--- src/rtl/conv_window_3x3.sv ---
// conv_window_3x3
// Streaming 3x3 sliding-window generator. It takes a raster-ordered pixel
// stream, one pixel per pix_valid cycle. Two line buffers and a 3x3 register
// window produce every fully populated neighbourhood ("valid" convolution),
// giving (IMG_H-2)*(IMG_W-2) windows per frame.
//
// Ports:
//   clk, rst          rising-edge clock, synchronous active-high reset
//   pix_valid, pix_in input pixel strobe and data (row 0, col 0 first)
//   win_valid         win_data/win_row/win_col hold a complete window
//   win_data          9 pixels; slot 3*r+c = pixel (R-2+r, C-2+c)
//   win_row, win_col  top-left coordinate of the window
//   frame_done        pulses together with the last window of a frame
//
// Optional feature (macro CONV_WIN_CNT_EN):
//   win_cnt           windows emitted so far in the current frame
//   cnt_err           sticky; set when a frame ends with the wrong window count
module conv_window_3x3 #(
    parameter int IMG_W  = 28,
    parameter int IMG_H  = 28,
    parameter int DATA_W = 8
) (
    input  logic                  clk,
    input  logic                  rst,
    input  logic                  pix_valid,
    input  logic [DATA_W-1:0]     pix_in,
    output logic                  win_valid,
    output logic [9*DATA_W-1:0]   win_data,
    output logic [4:0]            win_row,
    output logic [4:0]            win_col,
    output logic                  frame_done
`ifdef CONV_WIN_CNT_EN
    ,
    output logic [9:0]            win_cnt,
    output logic                  cnt_err
`endif
);

    localparam int unsigned CW    = $clog2(IMG_W);
    localparam int unsigned RW    = $clog2(IMG_H);
    localparam int unsigned N_WIN = (IMG_H - 2) * (IMG_W - 2);

    typedef enum logic {
        S_FILL,
        S_STREAM
    } state_t;

    state_t state, state_nxt;

    logic [CW-1:0] col;
    logic [RW-1:0] row;

    logic [DATA_W-1:0] lb0 [IMG_W];
    logic [DATA_W-1:0] lb1 [IMG_W];

    logic                col_end_c;
    logic                row_end_c;
    logic                emit_c;
    logic                last_c;
    logic [DATA_W-1:0]   lb0_rd_c;
    logic [DATA_W-1:0]   lb1_rd_c;
    logic [9*DATA_W-1:0] win_shift_c;

    // Next state and the emit/last decisions for the pixel being accepted.
    always_comb begin
        state_nxt = state;
        emit_c    = 1'b0;
        last_c    = 1'b0;
        col_end_c = (col == CW'(IMG_W - 1));
        row_end_c = (row == RW'(IMG_H - 1));
        case (state)
            S_FILL: begin
                if (pix_valid && col_end_c && (row == RW'(1))) begin
                    state_nxt = S_STREAM;
                end
            end
            S_STREAM: begin
                if (pix_valid && (col >= CW'(2))) begin
                    emit_c = 1'b1;
                end
                if (pix_valid && col_end_c && row_end_c) begin
                    last_c    = 1'b1;
                    state_nxt = S_FILL;
                end
            end
            default: state_nxt = S_FILL;
        endcase
    end

    // Window shifted left by one column; the new right column is rows R-2, R-1, R.
    always_comb begin
        lb0_rd_c    = lb0[col];
        lb1_rd_c    = lb1[col];
        win_shift_c = win_data;
        for (int r = 0; r < 3; r++) begin
            win_shift_c[DATA_W*(3*r)   +: DATA_W] = win_data[DATA_W*(3*r+1) +: DATA_W];
            win_shift_c[DATA_W*(3*r+1) +: DATA_W] = win_data[DATA_W*(3*r+2) +: DATA_W];
        end
        win_shift_c[DATA_W*2 +: DATA_W] = lb0_rd_c;
        win_shift_c[DATA_W*5 +: DATA_W] = lb1_rd_c;
        win_shift_c[DATA_W*8 +: DATA_W] = pix_in;
    end

    // State, position counters, window and output registers.
    always_ff @(posedge clk) begin
        if (rst) begin
            state      <= S_FILL;
            col        <= '0;
            row        <= '0;
            win_valid  <= 1'b0;
            frame_done <= 1'b0;
            win_data   <= '0;
            win_row    <= '0;
            win_col    <= '0;
        end else begin
            state      <= state_nxt;
            win_valid  <= emit_c;
            frame_done <= last_c;
            if (pix_valid) begin
                win_data <= win_shift_c;
                if (col_end_c) begin
                    col <= '0;
                    row <= row_end_c ? '0 : row + RW'(1);
                end else begin
                    col <= col + CW'(1);
                end
            end
            if (emit_c) begin
                win_row <= 5'(row) - 5'd2;
                win_col <= 5'(col) - 5'd2;
            end
        end
    end

    // Line buffers: the row above moves into lb0, the incoming pixel into lb1.
    always_ff @(posedge clk) begin
        if (pix_valid && !rst) begin
            lb0[col] <= lb1_rd_c;
            lb1[col] <= pix_in;
        end
    end

`ifdef CONV_WIN_CNT_EN
    // Per-frame window counter with a sticky count-mismatch flag.
    always_ff @(posedge clk) begin
        if (rst) begin
            win_cnt <= '0;
            cnt_err <= 1'b0;
        end else begin
            if (frame_done) begin
                win_cnt <= '0;
                if ((win_cnt + 10'd1) != 10'(N_WIN)) begin
                    cnt_err <= 1'b1;
                end
            end else if (win_valid) begin
                win_cnt <= win_cnt + 10'd1;
            end
        end
    end
`endif

endmodule

--- config.mk ---
export PLATFORM = sky130hd
export DESIGN_NAME = conv_window_3x3
export DESIGN_NICKNAME = d
export VERILOG_FILES = /design/src/rtl/conv_window_3x3.sv
export SDC_FILE = /design/constraint.sdc
export NUM_CORES = 1
export LEC_CHECK = 0
export BUFFER_PORTS_ARGS = -buffer_cell sky130_fd_sc_hd__buf_2
export CORE_MARGIN = 2
export CORE_UTILIZATION = 45
export CTS_CLUSTER_SIZE = 30
export DETAILED_ROUTE_END_ITERATION = 7
export PLACE_DENSITY = 0.7
export SLEW_MARGIN = 20
export SYNTH_ARGS = -nofsm -noshare
export SYNTH_HDL_FRONTEND = slang
export SYNTH_SLANG_ARGS = --single-unit
--- constraint.sdc ---
create_clock -name clk -period 7.23 [get_ports clk]
set_input_delay 0.3615 -clock clk [delete_from_list [all_inputs] [get_ports clk]]
set_output_delay 0.3615 -clock clk [all_outputs]
set_load 0.1 [all_outputs]
==> key figures, run 1 <==
Clocking
  • Clock buffer depth: 3
  • Clock root buffer: clkbuf_16
  • Clock sinks: 548
  • Worst-Skew Late Latency: 600 ps
  • Num CTS Buffers: 53
  • PostCTS Resize Cnt: 0
  • Clock slew at reported path FFs: 60 ps
  • Hold bufs inserted after CTS: 0
  • Postcts setup bufs: 0
  • H-tree Lvls: 2
  • CTS tree: yes

Floorplanning
  • Core area: 46600 um^2
  • Starting Density: 0.456
  • Die X: 221 um
  • Die area: 48900 um^2
  • Die Span Y: 221 um
  • IO Pins: 95
  • FP Rows: 79

Run
  • Max Cap Viol: 0

STA
  • RSZ-0062 raised after global routing: no
  • Count of final setup violators: 0
  • Final Cycle Share: 0.530
  • Fin Setup TNS: 0 ps
  • Rel. slew slack: 0.301
  • Least-Margin Pin Slew: 1050 ps
  • Minimum clock period: 3830 ps
  • Final clock skew: 27.2 ps
  • Fmax: 261 MHz
  • Smallest hold slack: 248 ps
  • Max Transition Viols Final: 0
  • Final worst slack: 3400 ps
  • Final Hold Viols: 0

Synthesis
  • Synth Warn #: 0
  • Post-synth EDFFs: 448
  • Sequential share of the synthesized area: 0.728
  • Mapped Cells: 1209
  • Synth async-reset ratio: 0
  • Synth Cell Area: 21200 um^2
  • Post-synth top flop: edfxtp_1
  • Post-Syn Area per Cell: 17.6 um^2
  • Synthesis-stage register bit count: 548
  • Cell variety after synth: 55
  • Syn nets: 1231

Placement
  • Post-DP HPWL: 27400 um
  • RD Place Congestion: 0.777
  • PortBufs: 94
  • Inst Count DP: 1876
  • Setup WS pre-CTS: 3340 ps

Setup path
  • Register-to-register setup slack: 3400 ps
  • Capturing point of the worst reg2reg path: lb0[25][7]
  • CP Max Fanout: 58
  • Worst setup SP type: flip-flop
  • Kind of critical path: flip-flop to flip-flop
  • Critical path endpoint category: flip-flop
  • CP arrival: 3890 ps
  • R2r worst-path depth: 6
  • Critical Path RT: 7290 ps

Cells and area
  • Non-filler cells, final: 1976
  • Share of layout cells above drive strength 1: 0.215
  • Most frequent cells in the layout: edfxtp_1 (448), mux2i_1 (162), nor2_1 (118)
  • Most common cell after layout, fill and taps aside: edfxtp_1
  • FILL cells: 3648
  • Area Overhead vs Synth: 12.9%
  • Nets: 1346
  • ANT cells: 0

GRT
  • Vias in the first global route: 10800
  • First-pass GRT wire length: 69000 um
  • Global Route Usage Sum: 0.186
  • Largest net degree at the start of global routing: 92
  • GRT overflow: 0
  • Antenna violations before repair: 0

Drt
  • WL per Instance: 23.5 um
  • Vias post-DR: 11300
  • DRC: 0
  • Drt total wl: 46400 um
  • DR iter-0 viols: 1186
  • Antenna-violating nets left: 0
  • Drt pass-1 iters: 6
  • Vias per inst: 5.72

Power and ir drop
  • Power Density: 284 nW/um^2
  • Peak supply drop: 196 uV
  • Leak: 8.04 nW
  • Overall Power: 6.82 mW

Min path
  • Class of the worst hold path: primary input to flip-flop
  • Worst Hold End: win_data[17]
  • Hold_sp: pix_valid
  • Hold path depth: 3

Run status
  • Status: finished, final reports clean
-- per-layer routing --
metal,vias to the layer above,track usage,wire (um)
met5,-,0,0
met2,500,0.293,21700
met4,0,0.0619,1190
met3,87,0.0288,3800
li1,4976,-,-
met1,5734,0.266,19700
-- kinds of logic after synthesis --
logic type,Yosys count,share of synthesized area
AO/OA/AOI/OAI,122,0.0485
XOR/XNOR,8,0.00330
multiplexers,224,0.143
buffers and inverters,75,0.0244
AND/OR/NAND/NOR,221,0.0466
adder cells (fa/ha/maj),11,0.00648
flip-flops,548,0.728
-- registers in the layout, indices dropped and copies added, names as in the netlist, named ones only --
signal	flops
win_col	5
win_data	72
win_valid	1
lb0	224
col	5
lb1	224
frame_done	1
state	1
win_row	5
row	5
-- worst max-delay path: stages (launching register included) --
cell     delay [ps]
dfxtp_4        1030
buf_4           650
mux2i_1         270
a22o_1          170
nor3_1           60
a31oi_1         320
nand3_1         750
-- cell type report --
type                    instances  area, um^2  share of cell area
multi-input cells             586        5250               0.219
inverters                       5        18.8            0.000783
clock buffers                  78        1530              0.0637
well taps                     607         759              0.0317
clock inverters                22         208             0.00867
repair buffers                130         743              0.0310
flip-flops and latches        548       15500               0.645
-- power breakdown --
part           switching [mW]  internal, mW  leakage [nW]
clock                    1.14          1.60         0.864
combinational           0.377         0.156          2.33
sequential             0.0509          3.49          4.84
-- how the worst max path moves through the flow --
| stage | end | start | cells past startpoint |
|---|---|---|---|
| after floorplan | lb0[17][0] | col[1] | 7 |
| after global placement | lb0[12][7] | flip-flop | 6 |
| after detailed placement | lb0[11][7] | flip-flop | 6 |
| after CTS | lb0[25][7] | flip-flop | 6 |
| after global routing | lb0[15][7] | flip-flop | 6 |
| final | lb0[25][7] | flip-flop | 6 |
-- cell usage after synthesis, types with 15 or more instances --
cell type | n | share of area
clkbuf_1 | 22 | 0.0039
mux4_2 | 60 | 0.064
a22oi_1 | 16 | 0.0057
a22o_1 | 26 | 0.011
nand2_1 | 39 | 0.0069
a211oi_1 | 16 | 0.0057
edfxtp_1 | 448 | 0.63
dfxtp_1 | 100 | 0.094
nor2_1 | 118 | 0.021
buf_2 | 18 | 0.0042
nand3_1 | 15 | 0.0035
mux2i_1 | 162 | 0.076
-- through the flow --
step | area [um^2] | utilization
detailed placement | 22200 | 0.478
global placement | 22200 | 0.478
global route | 24000 | 0.515
finish | 24000 | 0.515
floorplan | 21200 | -
CTS | 24000 | 0.515
Note: power is estimated with default switching activity, not from simulation.
==> inputs of run 2 (changes only) <==
==> constraint.sdc (replaced) <==
create_clock -name clk -period 3.9 [get_ports clk]
set_input_delay 0.195 -clock clk [delete_from_list [all_inputs] [get_ports clk]]
set_output_delay 0.195 -clock clk [all_outputs]
set_load 0.1 [all_outputs]
==> run 2 against run 1 <==
  * Sequential power increased by 85%
  * Maximum frequency increased by 26%
  * Worst hold slack got worse by 180 ps
  * Non-clock buffer count increased by 21
  * First-iteration DRC count decreased by 0.67%
==> key figures, run 2 (synthesis results as in run 1) <==
Setup path
  • Crit path cell chain: buf_4 > mux4_2 > a22oi_1 > a31oi_1 > a311oi_1 > nor3_1 (was buf_4 > mux2i_1 > a22o_1 > nor3_1 > a31oi_1 > nand3_1)
  • Worst path bufs/invs: 1 (unchanged)
  • Delay-heaviest family, CP: compound AO/OA/AOI/OAI gates (was flip-flops)
  • Slowest stage cell, crit path: buf_4 (was dfxtp_4)
  • CP arrival: 3470 ps (was 3890 ps)
  • CP Max Fanout: 39 (was 58)
  • Critical Path RT: 4330 ps (was 7290 ps)
  • Worst setup SP type: flip-flop (unchanged)
  • Critical path endpoint category: flip-flop (unchanged)
  • Kind of critical path: flip-flop to flip-flop (unchanged)
  • CP max stage delay: 690 ps (was 1030 ps)

Run
  • Max Cap Viol: 0 (unchanged)

Cells and area
  • Layout Utilization: 0.516 (was 0.515)
  • Most frequent cells in the layout: edfxtp_1 (448), mux2i_1 (162), nor2_1 (118) (unchanged)
  • Area Overhead vs Synth: 13.2% (was 12.9%)
  • Most common cell after layout, fill and taps aside: edfxtp_1 (unchanged)
  • Top flop regs: lb0 x224, lb1 x224, win_data x72 (unchanged)
  • ANT cells: 0 (unchanged)
  • Nets: 1365 (was 1346)
  • Share of layout cells above drive strength 1: 0.225 (was 0.215)
  • Final instance area: 24000 um^2 (about the same)

STA
  • Minimum clock period: 3030 ps (was 3830 ps)
  • Max Transition Viols Final: 0 (unchanged)
  • RSZ-0062 raised after global routing: no (unchanged)
  • Final clock skew: 21.4 ps (was 27.2 ps)
  • Count of final setup violators: 0 (unchanged)
  • Final Hold Viols: 0 (unchanged)
  • Fmax: 330 MHz (was 261 MHz)
  • Rel. slew slack: 0.296 (was 0.301)
  • Smallest hold slack: 73.2 ps (was 248 ps)
  • Least-Margin Pin Slew: 1050 ps (about the same)
  • Fin Setup TNS: 0 ps (unchanged)
  • Final Cycle Share: 0.777 (was 0.530)

GRT
  • GRT overflow: 0 (unchanged)
  • Largest net degree at the start of global routing: 78 (was 92)
  • Vias in the first global route: 11200 (was 10800)
  • First-pass GRT wire length: 70800 um (was 69000 um)
  • Global Route Usage Sum: 0.191 (was 0.186)
  • Antenna violations before repair: 2 (was 0)

Floorplanning
  • Die Span Y: 221 um (unchanged)
  • FP Rows: 79 (unchanged)
  • IO Pins: 95 (unchanged)
  • Die X: 221 um (unchanged)
  • Starting Density: 0.456 (unchanged)
  • Core area: 46600 um^2 (unchanged)
  • Die area: 48900 um^2 (unchanged)

Power and ir drop
  • Sw frac: 0.235 (was 0.230)
  • Peak supply drop: 394 uV (was 196 uV)
  • Leak: 8.06 nW (was 8.04 nW)
  • Comb power frac: 0.082 (was 0.078)
  • Seq pwr share: 0.530 (was 0.519)
  • Internal Pwr Total: 9.44 mW (was 5.25 mW)
  • Power Density: 514 nW/um^2 (was 284 nW/um^2)
  • Overall Power: 12.3 mW (was 6.82 mW)
  • Switching power: 2.90 mW (was 1.57 mW)
  • Clock power frac: 0.388 (was 0.403)

Drt
  • WL per Instance: 23.8 um (was 23.5 um)
  • Vias per inst: 5.71 (was 5.72)
  • DR iter-0 viols: 1178 (was 1186)
  • Drt total wl: 47400 um (was 46400 um)
  • Antenna-violating nets left: 0 (unchanged)
  • DRC: 0 (unchanged)
  • Drt pass-1 iters: 6 (unchanged)
  • Vias post-DR: 11400 (was 11300)

Clocking
  • Clock sinks: 548 (unchanged)
  • PostCTS Resize Cnt: 0 (unchanged)
  • Clock root buffer: clkbuf_16 (unchanged)
  • Clock slew at reported path FFs: 60 ps (about the same)
  • H-tree Lvls: 2 (unchanged)
  • Postcts setup bufs: 0 (unchanged)
  • Clock buffer depth: 3 (unchanged)
  • CTS tree: yes (unchanged)
  • Hold bufs inserted after CTS: 0 (unchanged)
  • Num CTS Buffers: 51 (was 53)
  • Worst-Skew Late Latency: 580 ps (was 600 ps)

Run status
  • Status: finished, final reports clean (unchanged)

Placement
  • Post-DP HPWL: 29600 um (was 27400 um)
  • Area after DPL: 22400 um^2 (was 22200 um^2)
  • PortBufs: 94 (unchanged)
  • RD Place Congestion: 0.820 (was 0.777)

Min path
  • Class of the worst hold path: primary input to flip-flop (unchanged)
==> run 2: cell count changes in the layout (fill, tap and decap cells not counted), sizes merged <==
cell and change:
clkinv +5, buf +21, inv +1, clkbuf -17, clkinvlp +6
==> run 2: layer usage <==
metal  vias up  GRT usage  wire length (um)
met1      5770      0.266             19800
met4         4     0.0634              1400
met2       473      0.303             22400
met3       104     0.0389              3830
met5         -          0                21
li1       5032          -                 -
==> run 2: worst paths after layout <==
path,from,end,slack (ps),cells past startpoint
max,col[0],win_data[17],870,6
min,rst,win_data[19],70,3
max reg2reg,col[0],win_data[17],870,6
min reg2reg,win_data[29],win_data[29],490,2
==> run 2: through the flow <==
stage,instances,setup slack (ps)
finish,1992,868
global route,1992,664
CTS,1992,889
detailed placement,1897,893
global placement,1897,922
floorplan,1209,1530
==> run 2: area by class of cell <==
type                    instances  area, um^2
well taps                     607         759
fillers                      3674       22500
multi-input cells             586        5250
flip-flops and latches        548       15500
repair buffers                151         926
clock inverters                34         284
inverters                       5        18.8
clock buffers                  61        1310
==> run 2: power by group through the flow <==
stage	sequential, mW	clock, mW	combinational, mW
floorplan	6.88	0	0.559
global placement	6.66	0	0.995
detailed placement	6.67	0	1.01
CTS	6.54	4.85	1.02
global route	6.55	5.08	1.07
finish	6.54	4.78	1.01
==> run 2: tightest hold or removal path, delay by kind of cell <==
| kind | cells | cell delay (ps) |
|---|---|---|
| AOI/OAI and AO/OA | 1 | 50 |
| buffers and inverters | 2 | 350 |
